===== config.mk =====
export PLATFORM = sky130hd
export DESIGN_NAME = ahb_lite_master
export DESIGN_NICKNAME = d
export VERILOG_FILES = /design/src/rtl/ahb_pkg.sv /design/src/rtl/ahb_wait_timer.sv /design/src/rtl/ahb_lite_master.sv
export SDC_FILE = /design/constraint.sdc
export NUM_CORES = 1
export LEC_CHECK = 0
export CAP_MARGIN = 20
export CORE_ASPECT_RATIO = 1.5
export CORE_MARGIN = 10
export CORE_UTILIZATION = 34
export CTS_CLUSTER_DIAMETER = 60
export DETAILED_ROUTE_END_ITERATION = 16
export GPL_TIMING_DRIVEN = 0
export PLACE_DENSITY = 0.65
export REMOVE_ABC_BUFFERS = 1
export SLEW_MARGIN = 10
export SYNTH_ARGS = -nofsm -noshare
export SYNTH_HDL_FRONTEND = slang
export SYNTH_SLANG_ARGS = --single-unit

===== constraint.sdc =====
create_clock -name clk -period 8.4 [get_ports clk]
set_input_delay 1.26 -clock clk [delete_from_list [all_inputs] [get_ports clk]]
set_output_delay 1.26 -clock clk [all_outputs]
set_load 0.01 [all_outputs]

===== src/rtl/ahb_pkg.sv =====
// Shared AHB-Lite encodings and the initiator state type.
package ahb_pkg;

    localparam logic [1:0] HTRANS_IDLE   = 2'b00;
    localparam logic [1:0] HTRANS_NONSEQ = 2'b10;
    localparam logic [2:0] HSIZE_WORD    = 3'b010;
    localparam logic       HRESP_OKAY    = 1'b0;
    localparam logic       HRESP_ERROR   = 1'b1;

    typedef enum logic [1:0] {
        IDLE = 2'b00,
        ADDR = 2'b01,
        DATA = 2'b10
    } state_e;

endpackage


===== src/rtl/ahb_wait_timer.sv =====
// Counts consecutive stalled data-phase cycles; flags the cycle that reaches TIMEOUT.
module ahb_wait_timer #(
    parameter int TIMEOUT = 16
) (
    input  logic clk,
    input  logic rst,
    input  logic clear,
    input  logic count_en,
    output logic expired
);

    localparam int CNT_W = $clog2(TIMEOUT);

    logic [CNT_W-1:0] cnt_q;
    logic [CNT_W-1:0] cnt_d;

    always_comb begin
        cnt_d = cnt_q;
        if (clear) begin
            cnt_d = '0;
        end else if (count_en) begin
            cnt_d = cnt_q + 1'b1;
        end
    end

    // The stall being counted now is the TIMEOUT-th one.
    assign expired = count_en && (cnt_q == CNT_W'(TIMEOUT - 1));

    always_ff @(posedge clk or posedge rst) begin
        if (rst) begin
            cnt_q <= '0;
        end else begin
            cnt_q <= cnt_d;
        end
    end

endmodule


===== src/rtl/ahb_lite_master.sv =====
// Single-outstanding AHB-Lite initiator: one NONSEQ word transfer per command,
// with wait-state handling, error capture and a data-phase stall timeout.
module ahb_lite_master
    import ahb_pkg::*;
#(
    parameter int ADDR_W  = 32,
    parameter int DATA_W  = 32,
    parameter int TIMEOUT = 16
) (
    input  logic              clk,
    input  logic              rst,
    input  logic              cmd_valid,
    output logic              cmd_ready,
    input  logic              cmd_write,
    input  logic [ADDR_W-1:0] cmd_addr,
    input  logic [DATA_W-1:0] cmd_wdata,
    output logic              rsp_valid,
    output logic [DATA_W-1:0] rsp_rdata,
    output logic              rsp_err,
    output logic [ADDR_W-1:0] HADDR,
    output logic              HWRITE,
    output logic [1:0]        HTRANS,
    output logic [2:0]        HSIZE,
    output logic [DATA_W-1:0] HWDATA,
    input  logic [DATA_W-1:0] HRDATA,
    input  logic              HREADY,
    input  logic              HRESP
);

    state_e              state_q, state_d;
    logic                cmd_ready_q, cmd_ready_d;
    logic                rsp_valid_q, rsp_valid_d;
    logic [DATA_W-1:0]   rsp_rdata_q, rsp_rdata_d;
    logic                rsp_err_q, rsp_err_d;
    logic [ADDR_W-1:0]   haddr_q, haddr_d;
    logic                hwrite_q, hwrite_d;
    logic [1:0]          htrans_q, htrans_d;
    logic [DATA_W-1:0]   hwdata_q, hwdata_d;
    logic [DATA_W-1:0]   wdata_q, wdata_d;
    logic                timer_expired;

    ahb_wait_timer #(
        .TIMEOUT (TIMEOUT)
    ) u_timer (
        .clk      (clk),
        .rst      (rst),
        .clear    (state_q != DATA),
        .count_en ((state_q == DATA) && !HREADY),
        .expired  (timer_expired)
    );

    always_comb begin
        state_d     = state_q;
        cmd_ready_d = cmd_ready_q;
        rsp_valid_d = 1'b0;
        rsp_rdata_d = rsp_rdata_q;
        rsp_err_d   = rsp_err_q;
        haddr_d     = haddr_q;
        hwrite_d    = hwrite_q;
        htrans_d    = htrans_q;
        hwdata_d    = hwdata_q;
        wdata_d     = wdata_q;
        case (state_q)
            IDLE: begin
                if (cmd_valid) begin
                    haddr_d     = cmd_addr;
                    hwrite_d    = cmd_write;
                    wdata_d     = cmd_wdata;
                    htrans_d    = HTRANS_NONSEQ;
                    cmd_ready_d = 1'b0;
                    state_d     = ADDR;
                end
            end
            ADDR: begin
                // Address phase completes only once the previous data phase releases HREADY.
                if (HREADY) begin
                    htrans_d = HTRANS_IDLE;
                    if (hwrite_q) begin
                        hwdata_d = wdata_q;
                    end
                    state_d = DATA;
                end
            end
            DATA: begin
                if (HREADY) begin
                    rsp_valid_d = 1'b1;
                    if (!hwrite_q) begin
                        rsp_rdata_d = HRDATA;
                    end
                    rsp_err_d   = (HRESP == HRESP_ERROR);
                    cmd_ready_d = 1'b1;
                    state_d     = IDLE;
                end else if (timer_expired) begin
                    rsp_valid_d = 1'b1;
                    rsp_err_d   = 1'b1;
                    cmd_ready_d = 1'b1;
                    state_d     = IDLE;
                end
            end
            default: begin
                state_d = IDLE;
            end
        endcase
    end

    always_ff @(posedge clk or posedge rst) begin
        if (rst) begin
            state_q     <= IDLE;
            cmd_ready_q <= 1'b1;
            rsp_valid_q <= 1'b0;
            rsp_rdata_q <= '0;
            rsp_err_q   <= 1'b0;
            haddr_q     <= '0;
            hwrite_q    <= 1'b0;
            htrans_q    <= HTRANS_IDLE;
            hwdata_q    <= '0;
            wdata_q     <= '0;
        end else begin
            state_q     <= state_d;
            cmd_ready_q <= cmd_ready_d;
            rsp_valid_q <= rsp_valid_d;
            rsp_rdata_q <= rsp_rdata_d;
            rsp_err_q   <= rsp_err_d;
            haddr_q     <= haddr_d;
            hwrite_q    <= hwrite_d;
            htrans_q    <= htrans_d;
            hwdata_q    <= hwdata_d;
            wdata_q     <= wdata_d;
        end
    end

    assign cmd_ready = cmd_ready_q;
    assign rsp_valid = rsp_valid_q;
    assign rsp_rdata = rsp_rdata_q;
    assign rsp_err   = rsp_err_q;
    assign HADDR     = haddr_q;
    assign HWRITE    = hwrite_q;
    assign HTRANS    = htrans_q;
    assign HSIZE     = HSIZE_WORD;
    assign HWDATA    = hwdata_q;

endmodule

==> impl_results.html, run 1 <==
<table>
<tr><th>Metric</th><th>Value</th></tr>
<tr><th colspan="2">Drt</th></tr>
<tr><td>Router iterations before antenna repair</td><td>4</td></tr>
<tr><td>Wire length after detailed routing</td><td>13200 um</td></tr>
<tr><td>Post-DR wirelength/cell</td><td>17.7 um</td></tr>
<tr><td>Via count</td><td>3385</td></tr>
<tr><td>Via density per instance</td><td>4.54</td></tr>
<tr><td>Remaining routing DRC violations</td><td>0</td></tr>
<tr><td>Initial DRC count</td><td>126</td></tr>
<tr><td>Remaining antenna violation count after routing</td><td>0</td></tr>
<tr><th colspan="2">Setup path</th></tr>
<tr><td>Category of the worst setup path launch point</td><td>input pin</td></tr>
<tr><td>Crit path buffers/inverters</td><td>4</td></tr>
<tr><td>Worst path cell trace</td><td>clkdlybuf4s50_1, inv_1, nor3_4, buf_8, buf_8, mux2_2</td></tr>
<tr><td>Critical Path Fanout Max</td><td>20</td></tr>
<tr><td>Delay of the slowest cell on the worst path</td><td>690 ps</td></tr>
<tr><td>Slowest stage cell, crit path</td><td>nor3_4</td></tr>
<tr><td>Data required time of the worst path</td><td>8690 ps</td></tr>
<tr><td>Cell mode on critical path</td><td>buf_8</td></tr>
<tr><td>Category of the worst setup path capture point</td><td>flop</td></tr>
<tr><td>Cell family with the largest share of critical-path delay</td><td>buffers and inverters</td></tr>
<tr><td>Critical path start-end classification</td><td>in -&gt; reg</td></tr>
<tr><td>Critical path arrival</td><td>3340 ps</td></tr>
<tr><th colspan="2">Placed design</th></tr>
<tr><td>Total half-perimeter wirelength after legalization and detailed placement</td><td>9920 um</td></tr>
<tr><td>Port Buf Inserts</td><td>202</td></tr>
<tr><td>GPL Wtd Cong</td><td>0.760</td></tr>
<tr><th colspan="2">Synth</th></tr>
<tr><td>Synth area leader</td><td>dfrtp_1</td></tr>
<tr><td>Dominant cells by area after synthesis</td><td>dfrtp_1 65%, mux2_2 27%, buf_6 1.9%, buf_4 0.70%, mux2_4 0.56%</td></tr>
<tr><td>Mean post-synth cell area</td><td>16.7 sq um</td></tr>
<tr><td>Share of async-settable or async-resettable flops after synthesis</td><td>100%</td></tr>
<tr><td>Area share of the largest cell type after synthesis</td><td>64.5%</td></tr>
<tr><td>Post-Syn Instances</td><td>321</td></tr>
<tr><td>Sequential fraction of the synthesis area</td><td>65.0%</td></tr>
<tr><td>Most instantiated library cell after synthesis</td><td>dfrtp_1</td></tr>
<tr><td>Number of storage elements in the synthesis netlist</td><td>139</td></tr>
<tr><td>Unique masters post-synth</td><td>31</td></tr>
<tr><td>Post-synth EDFFs</td><td>0</td></tr>
<tr><td>Synth top cells by count</td><td>138 x dfrtp_1, 126 x mux2_2, 9 x buf_6, 5 x buf_4, 5 x nor2_1</td></tr>
<tr><td>Cell area after synthesis</td><td>0.00535 sq mm</td></tr>
<tr><td>Flip-flop cell with the highest count after synthesis</td><td>dfrtp_1</td></tr>
<tr><td>Warnings from Yosys</td><td>0</td></tr>
<tr><th colspan="2">Global routing</th></tr>
<tr><td>Gr ovfl total</td><td>0</td></tr>
<tr><td>Number of antenna violations at the first check in global routing</td><td>1</td></tr>
<tr><td>Global-route wire length before repair</td><td>20700 um</td></tr>
<tr><td>Pin count of the biggest net entering global routing</td><td>86</td></tr>
<tr><td>Via count of the first global-routing pass</td><td>3742</td></tr>
<tr><td>Global-route usage over all layers</td><td>12.5%</td></tr>
<tr><th colspan="2">STA</th></tr>
<tr><td>Final Max Slew Viols</td><td>0</td></tr>
<tr><td>Min cycle time layout</td><td>3050 ps</td></tr>
<tr><td>Final total negative setup slack</td><td>0 ps</td></tr>
<tr><td>F_max</td><td>0.328 GHz</td></tr>
<tr><td>Setup repair after global routing missed its margin</td><td>no</td></tr>
<tr><td>Transition time of the tightest slew-check pin</td><td>887 ps</td></tr>
<tr><td>Setup-violating endpoint count in the final report</td><td>0</td></tr>
<tr><td>Post-Route Skew</td><td>6.10 ps</td></tr>
<tr><td>Number of hold violations in the final report</td><td>0</td></tr>
<tr><td>Fin crit share</td><td>36.3%</td></tr>
<tr><td>Max_slew headroom</td><td>40.7%</td></tr>
<tr><td>Hold slack</td><td>499 ps</td></tr>
<tr><th colspan="2">Run</th></tr>
<tr><td>Number of max-cap violations</td><td>0</td></tr>
<tr><th colspan="2">CTS</th></tr>
<tr><td>Post-CTS Hold Fix Bufs</td><td>0</td></tr>
<tr><td>Post-CTS setup-driven buffer insertion count</td><td>0</td></tr>
<tr><td>Cells resized by post-CTS repair</td><td>0</td></tr>
<tr><td>Clock-pin slew of the registers on the worst-case setup and hold paths</td><td>60 ps</td></tr>
<tr><td>Number of clock sinks</td><td>139</td></tr>
<tr><td>H-tree level count</td><td>4</td></tr>
<tr><td>TritonCTS Buffers</td><td>17</td></tr>
<tr><td>Worst skew pair latency</td><td>400 ps</td></tr>
<tr><td>Deepest clock path buffer count</td><td>2</td></tr>
<tr><td>CTS root buf</td><td>clkbuf_16</td></tr>
<tr><td>TritonCTS clock tree</td><td>built</td></tr>
<tr><th colspan="2">Floorplanning</th></tr>
<tr><td>Die Height</td><td>174 um</td></tr>
<tr><td># IOs</td><td>207</td></tr>
<tr><td>Width of the die</td><td>122 um</td></tr>
<tr><td>Core ar.</td><td>0.0156 sq mm</td></tr>
<tr><td>Initial Utilization</td><td>34.4%</td></tr>
<tr><td>Full die area</td><td>0.0213 sq mm</td></tr>
<tr><td>Floorplan row count</td><td>56</td></tr>
<tr><th colspan="2">Final layout</th></tr>
<tr><td>Filler cell count</td><td>1365</td></tr>
<tr><td>Number of diodes</td><td>0</td></tr>
<tr><td>Area growth from synthesis to final layout</td><td>52.9%</td></tr>
<tr><td>Post-layout nets</td><td>632</td></tr>
<tr><td>Layout cell share with drive strength beyond 1</td><td>31.0%</td></tr>
<tr><th colspan="2">Run status</th></tr>
<tr><td>Run status</td><td>finished clean</td></tr>
<tr><th colspan="2">Power</th></tr>
<tr><td>Leak pwr</td><td>3.42 nW</td></tr>
<tr><td>Worst supply voltage drop on vdd</td><td>0.213 mV</td></tr>
<tr><td>Power per cell area</td><td>373 mW/mm^2</td></tr>
<tr><th colspan="2">Worst hold path</th></tr>
<tr><td>Hold crit path type</td><td>reg -&gt; reg</td></tr>
</table>
==> routing by layer <==
layer  part of all wire, %  global-route usage [%]  up-vias
li1                      -                       -     1529
met2                    51                    21.4      141
met4                  0.73                    3.84        2
met1                    37                    12.9     1704
met5                 0.098                       0        -
met3                    10                    6.16        9
==> area by class of cell <==
cell class	count	area, sq um	area share, %
tap	203	254	3.10
multi-input combinational	161	1690	20.7
sequential	139	3480	42.5
clock buffer	19	433	5.29
clock inverter	13	215	2.63
inverter	4	20.0	0.244
timing repair buffer	206	2090	25.6
==> kinds of logic (layout without fill, tap and decap cells) <==
| kind of cell | count (synthesis) | count (layout) | share of synthesized area (%) |
|---|---|---|---|
| multiplexers | 131 | 131 | 27.6 |
| other | 2 | 4 | 0.140 |
| flip-flops | 139 | 139 | 65.0 |
| AND/OR/NAND/NOR | 15 | 15 | 1.96 |
| buffers and inverters | 23 | 242 | 3.67 |
| AO/OA/AOI/OAI | 7 | 7 | 0.865 |
| XOR/XNOR | 3 | 3 | 0.491 |
| adder cells (fa/ha/maj) | 1 | 1 | 0.234 |
==> power breakdown <==
part / switching [mW] / internal, mW
combinational: 0.387 / 0.702
clock: 0.292 / 0.531
sequential: 0.157 / 0.982
==> flip-flops by register name (all words and copies together) (netlist names), 2 cells and up <==
register       flops
HADDR             32
u_timer.cnt_q      4
HWDATA            32
wdata_q           32
state_q            2
rsp_rdata         32
==> cell usage in the layout (no fill, tap or decap), types with 2 or more instances in the layout <==
cell type	Yosys	layout
mux2_4	2	2
inv_6	0	4
dfrtp_1	138	138
mux2_2	126	126
xor2_1	2	2
nor2b_1	2	2
clkdlybuf4s50_1	0	202
conb_1	2	4
o21ai_0	2	2
inv_1	4	3
mux2i_1	2	2
clkbuf_1	0	2
clkbuf_16	0	17
clkinv_4	0	3
buf_8	0	3
nor2_1	5	5
bufinv_16	0	5
==> worst reg2reg max path: cells and delay by family, from the launching register on <==
family	cells	cell delay (ps)
buffers and inverters	2	470
DFF	1	500
muxes	1	360
and+or+nand+nor	1	770
==> per-stage QoR <==
stage / total power [mW] / worst slack (ps) / instances / util [%] / cell area [sq um]
finish: 3.05 / 5350 / 745 / 52.6 / 8190
floorplan: 1.61 / 3420 / 304 / - / 5180
global placement: 2.23 / 1610 / 709 / 47.9 / 7460
CTS: 3.11 / 5330 / 745 / 52.6 / 8190
global route: 3.23 / 5230 / 745 / 52.6 / 8190
detailed placement: 2.27 / 4910 / 713 / 48.5 / 7540
==> final timing paths <==
path	end	start	slack, ps	cells past startpoint
worst max register to register	HADDR[2]	state_q[0]	6180	4
worst min-delay path	rsp_rdata[21]	rsp_rdata[21]	500	1
worst min register to register	rsp_rdata[21]	rsp_rdata[21]	500	1
max in group asynchronous	wdata_q[30]	rst	6330	3
min in group asynchronous	rsp_rdata[23]	rst	1290	2
worst max-delay path	HADDR[2]	cmd_valid	5350	6
No activity file was read; power rests on OpenSTA's default activity.
==> run 2: changes to the inputs <==
==> constraint.sdc (replaced) <==
create_clock -name clk -period 2.82 [get_ports clk]
set_input_delay 0.423 -clock clk [delete_from_list [all_inputs] [get_ports clk]]
set_output_delay 0.423 -clock clk [all_outputs]
set_load 0.01 [all_outputs]
==> results of run 2 <==
Same layout as run 1 (identical final DEF). Status: finished clean.
Main changes from that run: setup slack after placement 4910 ps -> 167 ps; setup slack after layout 5350 ps -> 596 ps; hold slack 499 ps -> 449 ps; start point of the critical path cmd_valid -> state_q[0]; register-to-register setup slack 6180 ps -> 600 ps; total power 3.05 mW -> 9.09 mW; worst IR drop on VDD 0.213 mV -> 0.635 mV
==> run 3: changes to the inputs <==
==> constraint.sdc (replaced) <==
create_clock -name clk -period 2.31 [get_ports clk]
set_input_delay 0.3465 -clock clk [delete_from_list [all_inputs] [get_ports clk]]
set_output_delay 0.3465 -clock clk [all_outputs]
set_load 0.01 [all_outputs]
==> impl_results.html, run 3 (synthesis gave the netlist of run 1 again) <==
<table>
<tr><th>Metric</th><th>Value</th></tr>
<tr><th colspan="2">Run status</th></tr>
<tr><td>Run status</td><td>finished clean</td></tr>
<tr><th colspan="2">Floorplanning</th></tr>
<tr><td>Full die area</td><td>0.0213 sq mm (unchanged)</td></tr>
<tr><td>Floorplan row count</td><td>56 (unchanged)</td></tr>
<tr><td># IOs</td><td>207 (unchanged)</td></tr>
<tr><td>Die Height</td><td>174 um (unchanged)</td></tr>
<tr><td>Initial Utilization</td><td>34.4% (unchanged)</td></tr>
<tr><td>Core ar.</td><td>0.0156 sq mm (unchanged)</td></tr>
<tr><td>Width of the die</td><td>122 um (unchanged)</td></tr>
<tr><th colspan="2">CTS</th></tr>
<tr><td>Deepest clock path buffer count</td><td>2 (unchanged)</td></tr>
<tr><td>H-tree level count</td><td>4 (unchanged)</td></tr>
<tr><td>CTS root buf</td><td>clkbuf_16</td></tr>
<tr><td>Clock-pin slew of the registers on the worst-case setup and hold paths</td><td>60 ps (about the same)</td></tr>
<tr><td>Post-CTS Hold Fix Bufs</td><td>0 (unchanged)</td></tr>
<tr><td>Number of clock sinks</td><td>139 (unchanged)</td></tr>
<tr><td>Post-CTS setup-driven buffer insertion count</td><td>0 (unchanged)</td></tr>
<tr><td>Cells resized by post-CTS repair</td><td>0 (unchanged)</td></tr>
<tr><td>TritonCTS clock tree</td><td>built</td></tr>
<tr><td>Worst skew pair latency</td><td>400 ps (about the same)</td></tr>
<tr><td>TritonCTS Buffers</td><td>17 (unchanged)</td></tr>
<tr><th colspan="2">STA</th></tr>
<tr><td>Post-Route Skew</td><td>6.14 ps (+0.0405 ps)</td></tr>
<tr><td>Min cycle time layout</td><td>2030 ps</td></tr>
<tr><td>Transition time of the tightest slew-check pin</td><td>871 ps (-16.7 ps)</td></tr>
<tr><td>Max_slew headroom</td><td>41.8% (+1.1 points)</td></tr>
<tr><td>Number of hold violations in the final report</td><td>0 (unchanged)</td></tr>
<tr><td>Final Max Slew Viols</td><td>0 (unchanged)</td></tr>
<tr><td>F_max</td><td>0.493 GHz</td></tr>
<tr><td>Setup-violating endpoint count in the final report</td><td>0 (unchanged)</td></tr>
<tr><td>Setup repair after global routing missed its margin</td><td>no</td></tr>
<tr><td>Fin crit share</td><td>87.8%</td></tr>
<tr><th colspan="2">Drt</th></tr>
<tr><td>Initial DRC count</td><td>125 (-0.79%)</td></tr>
<tr><td>Via density per instance</td><td>4.55 (about the same)</td></tr>
<tr><td>Router iterations before antenna repair</td><td>4 (unchanged)</td></tr>
<tr><td>Remaining routing DRC violations</td><td>0 (unchanged)</td></tr>
<tr><td>Post-DR wirelength/cell</td><td>17.7 um (-0.25%)</td></tr>
<tr><td>Remaining antenna violation count after routing</td><td>0 (unchanged)</td></tr>
<tr><td>Wire length after detailed routing</td><td>13200 um (+0.15%)</td></tr>
<tr><td>Via count</td><td>3401 (+0.47%)</td></tr>
<tr><th colspan="2">Run</th></tr>
<tr><td>Number of max-cap violations</td><td>0 (unchanged)</td></tr>
<tr><th colspan="2">Final layout</th></tr>
<tr><td>Post-route non-filler standard cell count</td><td>748 (+0.40%)</td></tr>
<tr><td>Leading cell types in the layout, fill and taps excluded</td><td>202 x clkdlybuf4s50_1, 138 x dfrtp_1, 126 x mux2_2, 17 x clkbuf_16</td></tr>
<tr><td>Area growth from synthesis to final layout</td><td>53.4%</td></tr>
<tr><td>Final std cell area, no fill</td><td>0.00821 sq mm (+0.28%)</td></tr>
<tr><td>Most common cell after layout, fill and taps aside</td><td>clkdlybuf4s50_1</td></tr>
<tr><td>Post-layout util</td><td>52.8% (+0.14 points)</td></tr>
<tr><td>Number of diodes</td><td>0 (unchanged)</td></tr>
<tr><td>Layout cell share with drive strength beyond 1</td><td>31.4% (+0.38 points)</td></tr>
<tr><td>Post-layout nets</td><td>635 (+0.47%)</td></tr>
<tr><th colspan="2">Global routing</th></tr>
<tr><td>Pin count of the biggest net entering global routing</td><td>86 (unchanged)</td></tr>
<tr><td>Met3 capacity usage during global routing</td><td>6.16% (unchanged)</td></tr>
<tr><td>Global-route wire length before repair</td><td>20700 um (unchanged)</td></tr>
<tr><td>Global-route usage over all layers</td><td>12.5% (unchanged)</td></tr>
<tr><td>Met2 layer usage reported by global route</td><td>21.4% (unchanged)</td></tr>
<tr><td>Number of antenna violations at the first check in global routing</td><td>1 (unchanged)</td></tr>
<tr><td>Gr ovfl total</td><td>0 (unchanged)</td></tr>
<tr><td>Peak-usage layer in the global routing report</td><td>met2</td></tr>
<tr><td>Via count of the first global-routing pass</td><td>3742 (unchanged)</td></tr>
<tr><td>GR Layer Usage met1</td><td>12.9% (unchanged)</td></tr>
<tr><th colspan="2">Setup path</th></tr>
<tr><td>Data required time of the worst path</td><td>2590 ps</td></tr>
<tr><td>Critical path arrival</td><td>2310 ps</td></tr>
<tr><td>Category of the worst setup path capture point</td><td>flop</td></tr>
<tr><td>Critical Path Fanout Max</td><td>32 (+60%)</td></tr>
<tr><td>Category of the worst setup path launch point</td><td>flop</td></tr>
<tr><td>Critical path start-end classification</td><td>reg -&gt; reg</td></tr>
<tr><th colspan="2">Power</th></tr>
<tr><td>Power per cell area</td><td>1350 mW/mm^2</td></tr>
<tr><td>Total Power Consumption</td><td>11.1 mW</td></tr>
<tr><td>Worst supply voltage drop on vdd</td><td>0.776 mV</td></tr>
<tr><td>Leak pwr</td><td>3.43 nW (+0.45%)</td></tr>
<tr><th colspan="2">Placed design</th></tr>
<tr><td>GPL Wtd Cong</td><td>0.760 (unchanged)</td></tr>
<tr><td>Placed Cells</td><td>713 (unchanged)</td></tr>
<tr><td>Port Buf Inserts</td><td>202 (unchanged)</td></tr>
<tr><td>Total half-perimeter wirelength after legalization and detailed placement</td><td>9920 um (unchanged)</td></tr>
<tr><td>Cell area reported after detailed placement</td><td>0.00754 sq mm (unchanged)</td></tr>
<tr><th colspan="2">Worst hold path</th></tr>
<tr><td>Hold crit path type</td><td>in -&gt; async</td></tr>
</table>
[run 3: cell types whose count changed in the layout (fill, tap and decap cells not counted), sizes merged]
cell  previous run  this run
buf              4         7
[run 3: where the power goes]
part | internal (mW) | switching (mW) | total (mW)
combinational | 2.57 | 1.41 | 3.97
clock | 1.93 | 1.06 | 3.00
sequential | 3.57 | 0.572 | 4.14
[run 3: through the flow]
step	hold WS, ps	setup TNS (ps)	worst slack, ps
detailed placement	490	-10570	-267
CTS	381	0	39.0
global placement	472	-702740	-3560
finish	374	0	282
global route	406	0	148
floorplan	477	-326910	-1760
[run 3: area by class of cell]
class                      count  area [sq um]
multi-input combinational    161          1690
sequential                   139          3480
timing repair buffer         209          2120
clock buffer                  19           433
clock inverter                13           215
inverter                       4          20.0
fill                        1363          7340
tap                          203           254
[run 3: worst max-delay path, cell delays in order (launching register included)]
cell      delay, ps
dfrtp_1         500
nand3b_1        280
nor2_4          700
mux2_2          420
[run 3: final timing paths]
path / from / slack [ps] / to / depth (start not counted)
max: state_q[0] / 280 / rsp_rdata[10] / 3
min: rst / 370 / rsp_rdata[23] / 2
max reg2reg: state_q[0] / 280 / rsp_rdata[10] / 3
min reg2reg: rsp_rdata[21] / 500 / rsp_rdata[21] / 1
max in group asynchronous: rst / 1150 / wdata_q[30] / 3
min in group clk: rsp_rdata[21] / 500 / rsp_rdata[21] / 1
[run 3: metal layers]
layer	vias to the layer above	part of all wire, %
li1	1537	-
met4	2	0.73
met2	139	51
met5	-	0.098
met3	9	10
met1	1714	37
